$ cat src/rtl/ped_signal_ctrl.sv
// Pedestrian crosswalk controller: two independent channels (NS, EW) that grant WALK and a
// flashing clearance countdown at the onset of the parallel vehicle GREEN.
module ped_signal_ctrl #(
    parameter int unsigned WALK_TIME  = 15,
    parameter int unsigned CLEAR_TIME = 10,
    parameter int unsigned CNT_W      = 6
) (
    input  logic             clk,
    input  logic             rst_n,
    input  logic             tick,
    input  logic [1:0]       ns_light,
    input  logic [1:0]       ew_light,
    input  logic             ns_btn,
    input  logic             ew_btn,
    output logic             ns_walk,
    output logic             ns_dont_walk,
    output logic             ns_flash,
    output logic [CNT_W-1:0] ns_countdown,
    output logic             ns_req,
    output logic             ew_walk,
    output logic             ew_dont_walk,
    output logic             ew_flash,
    output logic [CNT_W-1:0] ew_countdown,
    output logic             ew_req,
    output logic             abort
);

    localparam logic [1:0]       LightGreen = 2'd0;
    localparam logic [1:0]       LightRed   = 2'd2;
    localparam logic [CNT_W-1:0] WalkLast   = CNT_W'(WALK_TIME - 1);
    localparam logic [CNT_W-1:0] ClearInit  = CNT_W'(CLEAR_TIME);
    localparam logic [CNT_W-1:0] CntOne     = CNT_W'(1);

    typedef enum logic [1:0] {
        StIdle  = 2'd0,
        StWalk  = 2'd1,
        StClear = 2'd2
    } state_e;

    // Channel 0 is NS, channel 1 is EW.
    logic [1:0]       light_v     [2];
    logic [1:0]       btn_v;
    logic [1:0]       walk_v;
    logic [1:0]       dont_walk_v;
    logic [1:0]       flash_v;
    logic [1:0]       req_v;
    logic [1:0]       abort_v;
    logic [CNT_W-1:0] countdown_v [2];
    logic             abort_q;

    assign light_v[0] = ns_light;
    assign light_v[1] = ew_light;
    assign btn_v      = {ew_btn, ns_btn};

    for (genvar c = 0; c < 2; c++) begin : g_chan
        state_e           state_q, state_d;
        logic [CNT_W-1:0] tick_cnt_q, tick_cnt_d;
        logic [CNT_W-1:0] countdown_q, countdown_d;
        logic             flash_q, flash_d;
        logic             req_q, req_d;
        logic [2:0]       sync_q;
        logic [1:0]       prev_light_q;
        logic             is_green, green_start, btn_edge, abort_c;
        logic             walk_c, dont_walk_c;

        assign is_green    = (light_v[c] == LightGreen);
        assign green_start = is_green && (prev_light_q != LightGreen);
        // sync_q[1:0] is the synchroniser, sync_q[2] the delayed copy for edge detection.
        assign btn_edge    = sync_q[1] & ~sync_q[2];

        always_ff @(posedge clk or negedge rst_n) begin
            if (!rst_n) begin
                state_q      <= StIdle;
                tick_cnt_q   <= '0;
                countdown_q  <= '0;
                flash_q      <= 1'b0;
                req_q        <= 1'b0;
                sync_q       <= '0;
                prev_light_q <= LightRed;
            end else begin
                state_q      <= state_d;
                tick_cnt_q   <= tick_cnt_d;
                countdown_q  <= countdown_d;
                flash_q      <= flash_d;
                req_q        <= req_d;
                sync_q       <= {sync_q[1:0], btn_v[c]};
                prev_light_q <= light_v[c];
            end
        end

        always_comb begin
            state_d     = state_q;
            tick_cnt_d  = tick_cnt_q;
            countdown_d = countdown_q;
            flash_d     = flash_q;
            req_d       = req_q;
            abort_c     = 1'b0;
            case (state_q)
                StIdle: begin
                    if ((req_q || btn_edge) && green_start) begin
                        state_d    = StWalk;
                        tick_cnt_d = '0;
                        req_d      = 1'b0;
                    end else if (btn_edge) begin
                        req_d = 1'b1;
                    end
                end
                StWalk: begin
                    if (!is_green) begin
                        state_d = StIdle;
                        abort_c = 1'b1;
                    end else if (tick) begin
                        if (tick_cnt_q == WalkLast) begin
                            state_d     = StClear;
                            countdown_d = ClearInit;
                            flash_d     = 1'b1;
                        end else begin
                            tick_cnt_d = tick_cnt_q + CntOne;
                        end
                    end
                end
                StClear: begin
                    if (btn_edge) req_d = 1'b1;
                    if (!is_green) begin
                        state_d     = StIdle;
                        abort_c     = 1'b1;
                        countdown_d = '0;
                        flash_d     = 1'b0;
                    end else if (tick) begin
                        if (countdown_q == CntOne) begin
                            state_d     = StIdle;
                            countdown_d = '0;
                            flash_d     = 1'b0;
                        end else begin
                            countdown_d = countdown_q - CntOne;
                            flash_d     = ~flash_q;
                        end
                    end
                end
                default: begin
                    state_d     = StIdle;
                    tick_cnt_d  = '0;
                    countdown_d = '0;
                    flash_d     = 1'b0;
                end
            endcase
        end

        always_comb begin
            walk_c      = 1'b0;
            dont_walk_c = 1'b1;
            case (state_q)
                StWalk: begin
                    walk_c      = 1'b1;
                    dont_walk_c = 1'b0;
                end
                StClear: dont_walk_c = flash_q;
                default: dont_walk_c = 1'b1;
            endcase
        end

        assign walk_v[c]      = walk_c;
        assign dont_walk_v[c] = dont_walk_c;
        assign flash_v[c]     = flash_q;
        assign req_v[c]       = req_q;
        assign abort_v[c]     = abort_c;
        assign countdown_v[c] = countdown_q;
    end

    always_ff @(posedge clk or negedge rst_n) begin
        if (!rst_n) abort_q <= 1'b0;
        else        abort_q <= |abort_v;
    end

    assign ns_walk      = walk_v[0];
    assign ns_dont_walk = dont_walk_v[0];
    assign ns_flash     = flash_v[0];
    assign ns_countdown = countdown_v[0];
    assign ns_req       = req_v[0];
    assign ew_walk      = walk_v[1];
    assign ew_dont_walk = dont_walk_v[1];
    assign ew_flash     = flash_v[1];
    assign ew_countdown = countdown_v[1];
    assign ew_req       = req_v[1];
    assign abort        = abort_q;

endmodule

$ cat config.mk
export PLATFORM = sky130hd
export DESIGN_NAME = ped_signal_ctrl
export DESIGN_NICKNAME = d
export VERILOG_FILES = /design/src/rtl/ped_signal_ctrl.sv
export SDC_FILE = /design/constraint.sdc
export NUM_CORES = 1
export LEC_CHECK = 0
export CORE_MARGIN = 3
export CORE_UTILIZATION = 53
export CTS_BUF_LIST = sky130_fd_sc_hd__clkbuf_2 sky130_fd_sc_hd__clkbuf_4 sky130_fd_sc_hd__clkbuf_8
export DETAILED_ROUTE_END_ITERATION = 8
export DONT_BUFFER_PORTS = 1
export PLACE_DENSITY = 0.68
export SLEW_MARGIN = 20
export SYNTH_ARGS = -nofsm -noshare
export SYNTH_HDL_FRONTEND = slang
export SYNTH_SLANG_ARGS = --single-unit
$ cat constraint.sdc
create_clock -name clk -period 2.3 [get_ports clk]
set_clock_uncertainty 0.05 [all_clocks]
set_input_delay 0.46 -clock clk [delete_from_list [all_inputs] [get_ports clk]]
set_output_delay 0.46 -clock clk [all_outputs]
set_load 0.02 [all_outputs]
# ---- After elaboration in Yosys (flattened, before gate mapping)
# Cells that the tools add are included.
dict set report op_classes {
  n_eq_ne 26
  n_reduce_logical 23
  add_sub_neg 4
  bitwise 10
  mux 68
}
# op count
set op_table {}
lappend op_table {{two-way mux 6 bit} 20}
lappend op_table {{one-hot mux 6 bit (3 select lines)} 4}
lappend op_table {{AND reduction 5 bit} 6}
lappend op_table {{two-way mux 2 bit} 14}
lappend op_table {{!= test 3 bit, second input constant} 8}
lappend op_table {{two-way mux 1 bit} 22}
lappend op_table {{!= test 2 bit, second input constant} 10}
lappend op_table {{adder 6 x 1 -> 6 bit, second input constant} 2}
lappend op_table {{== test 6 x 1 -> 1 bit, second input constant} 2}
lappend op_table {{== test 6 x 4 -> 1 bit, second input constant} 2}
lappend op_table {{one-hot mux 2 bit (3 select lines)} 2}
lappend op_table {{subtractor 6 x 1 -> 6 bit, second input constant} 2}
lappend op_table {{zero test 2 bit} 4}
lappend op_table {{inverter 1 bit} 8}
lappend op_table {{one-hot mux 1 bit (2 select lines)} 4}
lappend op_table {{nonzero test 2 bit} 4}
lappend op_table {{one-hot mux 1 bit (3 select lines)} 2}
lappend op_table {{OR reduction 2 bit} 3}
lappend op_table {{== test 2 x 1 -> 1 bit, second input constant} 2}
lappend op_table {{== test 2 bit, second input constant} 2}
lappend op_table {{logical AND 1 bit} 4}
lappend op_table {{bitwise AND 1 bit} 2}
lappend op_table {{logical OR 1 bit} 2}
dict set report word_totals {
  wordCells 146
  out_inout_bits 21
  in_bits 9
  register_bits 43
}

# ---- Longest topological paths before layout
dict set report logic_depth {
  depth_word 6
  ltp_mapped 9
  mapped_depth_nobuf 7
}

# ---- Worst setup path before layout
# Ideal clock, no wire load.
dict set report synth_path {
  kind {register to register}
  startpoint {reg g_chan[0].state_q[0]}
  endpoint {reg g_chan[0].state_q[0]}
  arrival_ns 1.961
  path_stages_with_launch 8
  setup_slack_ns 0.161
  setup_time_ns 0.128
  n_path_buf 0
  period_less_slack_ns 2.139
  required_time_ns 2.122
  path_cell_list {dfrtp_1 inv_1 ha_1 or3b_2 a31o_2 and3_1 nor2b_1 mux2_1}
}
dict set report synth_via {
  elab_chain_len 3
  elab_cells_between_ends 10
  classes_between {eq/ne (7); mux (1); reduce/logical (2)}
}
# item line_no
set synth_lines {}
lappend synth_lines {{start, declared} 56} ;# state_e state_q, state_d;
lappend synth_lines {{start signal, assigned} 73} ;# state_q <= StIdle;
lappend synth_lines {{start signal, assigned} 81} ;# state_q <= state_d;
lappend synth_lines {{== test 2 bit, or another cell as far along} 98} ;# case (state_q)
lappend synth_lines {{!= test 3 bit (no source line) / != test 2 bit (equally long branches)} n/a}
lappend synth_lines {{AND reduction 5 bit (no source line)} n/a}
# Parallel ways exist; a longest one is shown, timed or not.
# A chain may end at the register's enable or synchronous reset.

# ---- Final worst setup path
dict set report layout_path {
  startpoint {reg g_chan[1].state_q[0]}
  endpoint {reg g_chan[1].countdown_q[4] (netlist: ew_countdown[4])}
}
dict set report layout_via {
  elab_chain_len 3
  elab_cells_between_ends 10
  classes_between {eq/ne (6); mux (1); bitwise (1); reduce/logical (2)}
}
# item line_no
set layout_lines {}
lappend layout_lines {{start, declared} 56}
lappend layout_lines {{start signal, assigned} 73}
lappend layout_lines {{start signal, assigned} 81}
lappend layout_lines {{== test 2 bit, or another cell as far along} 98}
lappend layout_lines {{!= test 3 bit (no source line), or another cell as far along} n/a}
lappend layout_lines {{AND reduction 5 bit (no source line)} n/a}
lappend layout_lines {{end signal, assigned} 83} ;# countdown_q <= countdown_d;
lappend layout_lines {{end, declared} 58} ;# logic [CNT_W-1:0] countdown_q, countdown_d;
# Parallel ways exist; a longest one is shown, timed or not.

==> impl_metrics.json <==
{
  "setup_slack_ns": 0.0846,
  "cp_max_fo": 5,
  "worst-setup-path-type": "reg2reg",
  "syn_nets": 278,
  "synth_area_um2": 2360,
  "synth_top_family_by_area": "simple AND/OR/NAND/NOR gates",
  "post-route-drc-count": 0,
  "clkLatencyLatePin_ns": 0.29,
  "rrSetupSlack_ns": 0.08,
  "cp.arrival_ns": 2.35,
  "postRouteAntennaNets": 0,
  "fin_area_um2": 2650,
  "antenna_found_initial": 0,
  "peakVddDrop_mv": 0.486,
  "post-route-min-period_ns": 2.22,
  "hold_violations": 0,
  "syn_inst": 253,
  "viasPerCell": 5.85,
  "root_buffer": "clkbuf_8",
  "pin_count": 30,
  "holdWs_ns": 0.104,
  "async_flop_share_pct": 100,
  "worst_pin_slew_ns": 0.480,
  "cts_tree": "yes",
  "die_h_um": 72.8,
  "initial_core_util_pct": 57.1,
  "slew_headroom_pct": 67.7,
  "clock_path_buffers": 2,
  "synth_top_area_share_pct": 43.4,
  "die_area_um2": 5300,
  "max_stage_delay_ns": 0.43,
  "synth_compound_area_share_pct": 18.4,
  "grt_pass1_vias": 1789,
  "post-dp-hpwl_um": 3460,
  "hp-start": "ns_light[1]",
  "crit_path_start_kind": "flop",
  "synthAdderAreaFrac_pct": 8.47,
  "outcome": "completed",
  "r2r_cells": 6,
  "wl_per_cell_um": 14.9,
  "yosys.area_share.simple_pct": 20.8,
  "synth_xor_area_share_pct": 0.741,
  "hold_end": "g_chan[0].prev_light_q[1]",
  "r2r-start": "g_chan[1].state_q[0]",
  "slew_violations": 0,
  "port_buffers": 0,
  "fillers": 348,
  "crit_start": "g_chan[1].state_q[0]",
  "yosysTopAreaCell": "dfrtp_1",
  "multi_input_area_um2": 1190,
  "diodes": 0,
  "num_rows": 23,
  "min_path_cells": 0,
  "drive_above_1_share_pct": 15.0,
  "max_clock_freq_mhz": 451,
  "grt_max_degree": 44,
  "maxCapViolations": 0,
  "synth.distinct_cells": 52,
  "p_leak_nw": 1.20,
  "pre_cts_ws_ns": 0.0546,
  "detail_route.first_pass.iterations": 4,
  "setup-violations-final": 0,
  "cts.clk_slew.worst_paths_ns": 0.08,
  "ys_warn_count": 0,
  "powerDensity_nw_per_um2": 1070,
  "seq_area_frac_synth_pct": 45.6,
  "cp-end-kind": "flop",
  "synth_top_flop_cell": "dfrtp_1",
  "drt_wl_total_um": 4820,
  "cp.required_ns": 2.44,
  "ys_ff_latch": 43,
  "gp_congestion": 0.827,
  "cp_slowest_cell": "or3b_4",
  "final_util_pct": 63.9,
  "hold_class": "in2reg",
  "synthMuxAreaShare_pct": 1.38,
  "seq_area_um2": 1080,
  "synth_area_leaders": "dfrtp_1 (43%), ha_1 (8.5%), o21ai_0 (5.3%), nand2_1 (4.4%), inv_1 (3.3%)",
  "synth-edff-count": 0,
  "cts_made_buffers": 5,
  "coreArea_um2": 4140,
  "area_growth_pct": 12.1,
  "drtIter0Drc": 136,
  "die_w_um": 72.8,
  "avgSynthCellArea_um2": 9.35,
  "r2r_end": "ew_countdown[4]",
  "htree_levels": 2,
  "clock_sinks": 43,
  "cp_cell_sequence": "inv_1 > ha_1 > or3b_4 > a211o_1 > or2_2 > o41ai_2",
  "post-route-period-util_pct": 96.3,
  "fin_nets": 298,
  "groute.usage.overall_pct": 19.6,
  "vias": 1894,
  "placed_area_um2": 2510,
  "grt_pass1_wl_um": 8060,
  "grt-ovfl-total": 0
}
per-layer routing:
| metal | GRT usage, % | share of wire, % | up-vias |
|---|---|---|---|
| li1 | - | - | 940 |
| met1 | 24.3 | 45 | 896 |
| met2 | 31.7 | 48 | 51 |
| met3 | 6.06 | 6.0 | 7 |
| met4 | 7.79 | 1.6 | 0 |
| met5 | 0 | 0 | - |
registers in the layout, indices dropped and copies added, names as in the netlist:
signal	flops
g_chan.tick_cnt_q	12
g_chan.prev_light_q	4
abort	1
ew_flash	1
ew_countdown	6
ns_req	1
ew_req	1
g_chan.sync_q	6
g_chan.state_q	4
ns_flash	1
ns_countdown	6
report_power, final:
part           leakage, nW  switching [W]  total, W  internal [W]
Sequential           0.544       0.000185   0.00110      0.000912
Clock               0.0446       0.000256  0.000480      0.000224
Combinational        0.611       0.000734   0.00125      0.000519
cell families after synthesis:
kind of cell,Yosys count
XOR/XNOR,2
AND/OR/NAND/NOR,95
flip-flops,43
buffers and inverters,26
AO/OA/AOI/OAI,68
multiplexers,3
adder cells (fa/ha/maj),16
critical path, delay by kind of cell (launching register included):
| family | cells | cell delay (ns) |
|---|---|---|
| simple gates | 2 | 0.77 |
| compound gates | 2 | 0.57 |
| flops | 1 | 0.39 |
| fa+ha+maj | 1 | 0.21 |
| buf+inv | 1 | 0.11 |
metrics by stage:
stage | total power, W | cells | setup TNS [ns]
after floorplan | 0.00196 | 253 | 0
after global placement | 0.00231 | 313 | 0
after detailed placement | 0.00232 | 313 | 0
after CTS | 0.00284 | 323 | 0
after global routing | 0.00306 | 324 | -0.0362
final | 0.00283 | 324 | 0
layout by cell type, fill, tap and decap left out, drive strengths merged, types with 3 or more instances in the layout:
master   instances
dfrtp           41
nand2           28
o21ai           25
inv             21
nor2            18
buf             17
ha              16
a21oi           15
nand3           11
clkbuf           6
o31ai            5
nor2b            4
nor3             4
a31oi            4
nand4            4
or4              4
nor4             3
o2bb2ai          3
nand2b           3
or3b             3
and3             3
area by class of cell:
| type | instances | share of cell area, % |
|---|---|---|
| Clock buffer | 6 | 2.88 |
| Clock inverter | 2 | 0.472 |
| Inverter | 21 | 2.97 |
| Multi-Input combinational cell | 184 | 44.9 |
| Sequential cell | 43 | 40.7 |
| Tap cell | 50 | 2.36 |
| Timing Repair Buffer | 18 | 5.67 |
cells in the mapped netlist (4+ instances only):
library cell / count
a21oi_1: 15
a31oi_1: 4
dfrtp_1: 41
ha_1: 16
inv_1: 21
nand2_1: 28
nand3_1: 10
nand4_1: 4
nor2_1: 18
nor2b_1: 4
nor3_1: 4
o21ai_0: 25
o31ai_1: 4
or4_1: 4
repair_timing:
action | 4_1_cts | 5_1_grt
gates resized for setup | 0 | 4
hold buffers | 2 | 0
endpoints found under the hold margin | 43 | 0
setup endpoints to repair | 0 | 6
setup buffers | 0 | 1
worst max path at each step:
stage          cells after the start  slack (ns)              endpoint
2_1_floorplan                      7        0.16  g_chan[0].state_q[0]
3_3_place_gp                       7        0.17  g_chan[0].state_q[0]
3_5_place_dp                       6        0.05       ew_countdown[4]
4_1_cts                            6        0.04       ew_countdown[4]
5_1_grt                            6       -0.03       ew_countdown[4]
6_report                           6        0.08       ew_countdown[4]
Note: power is estimated with default switching activity, not from simulation.
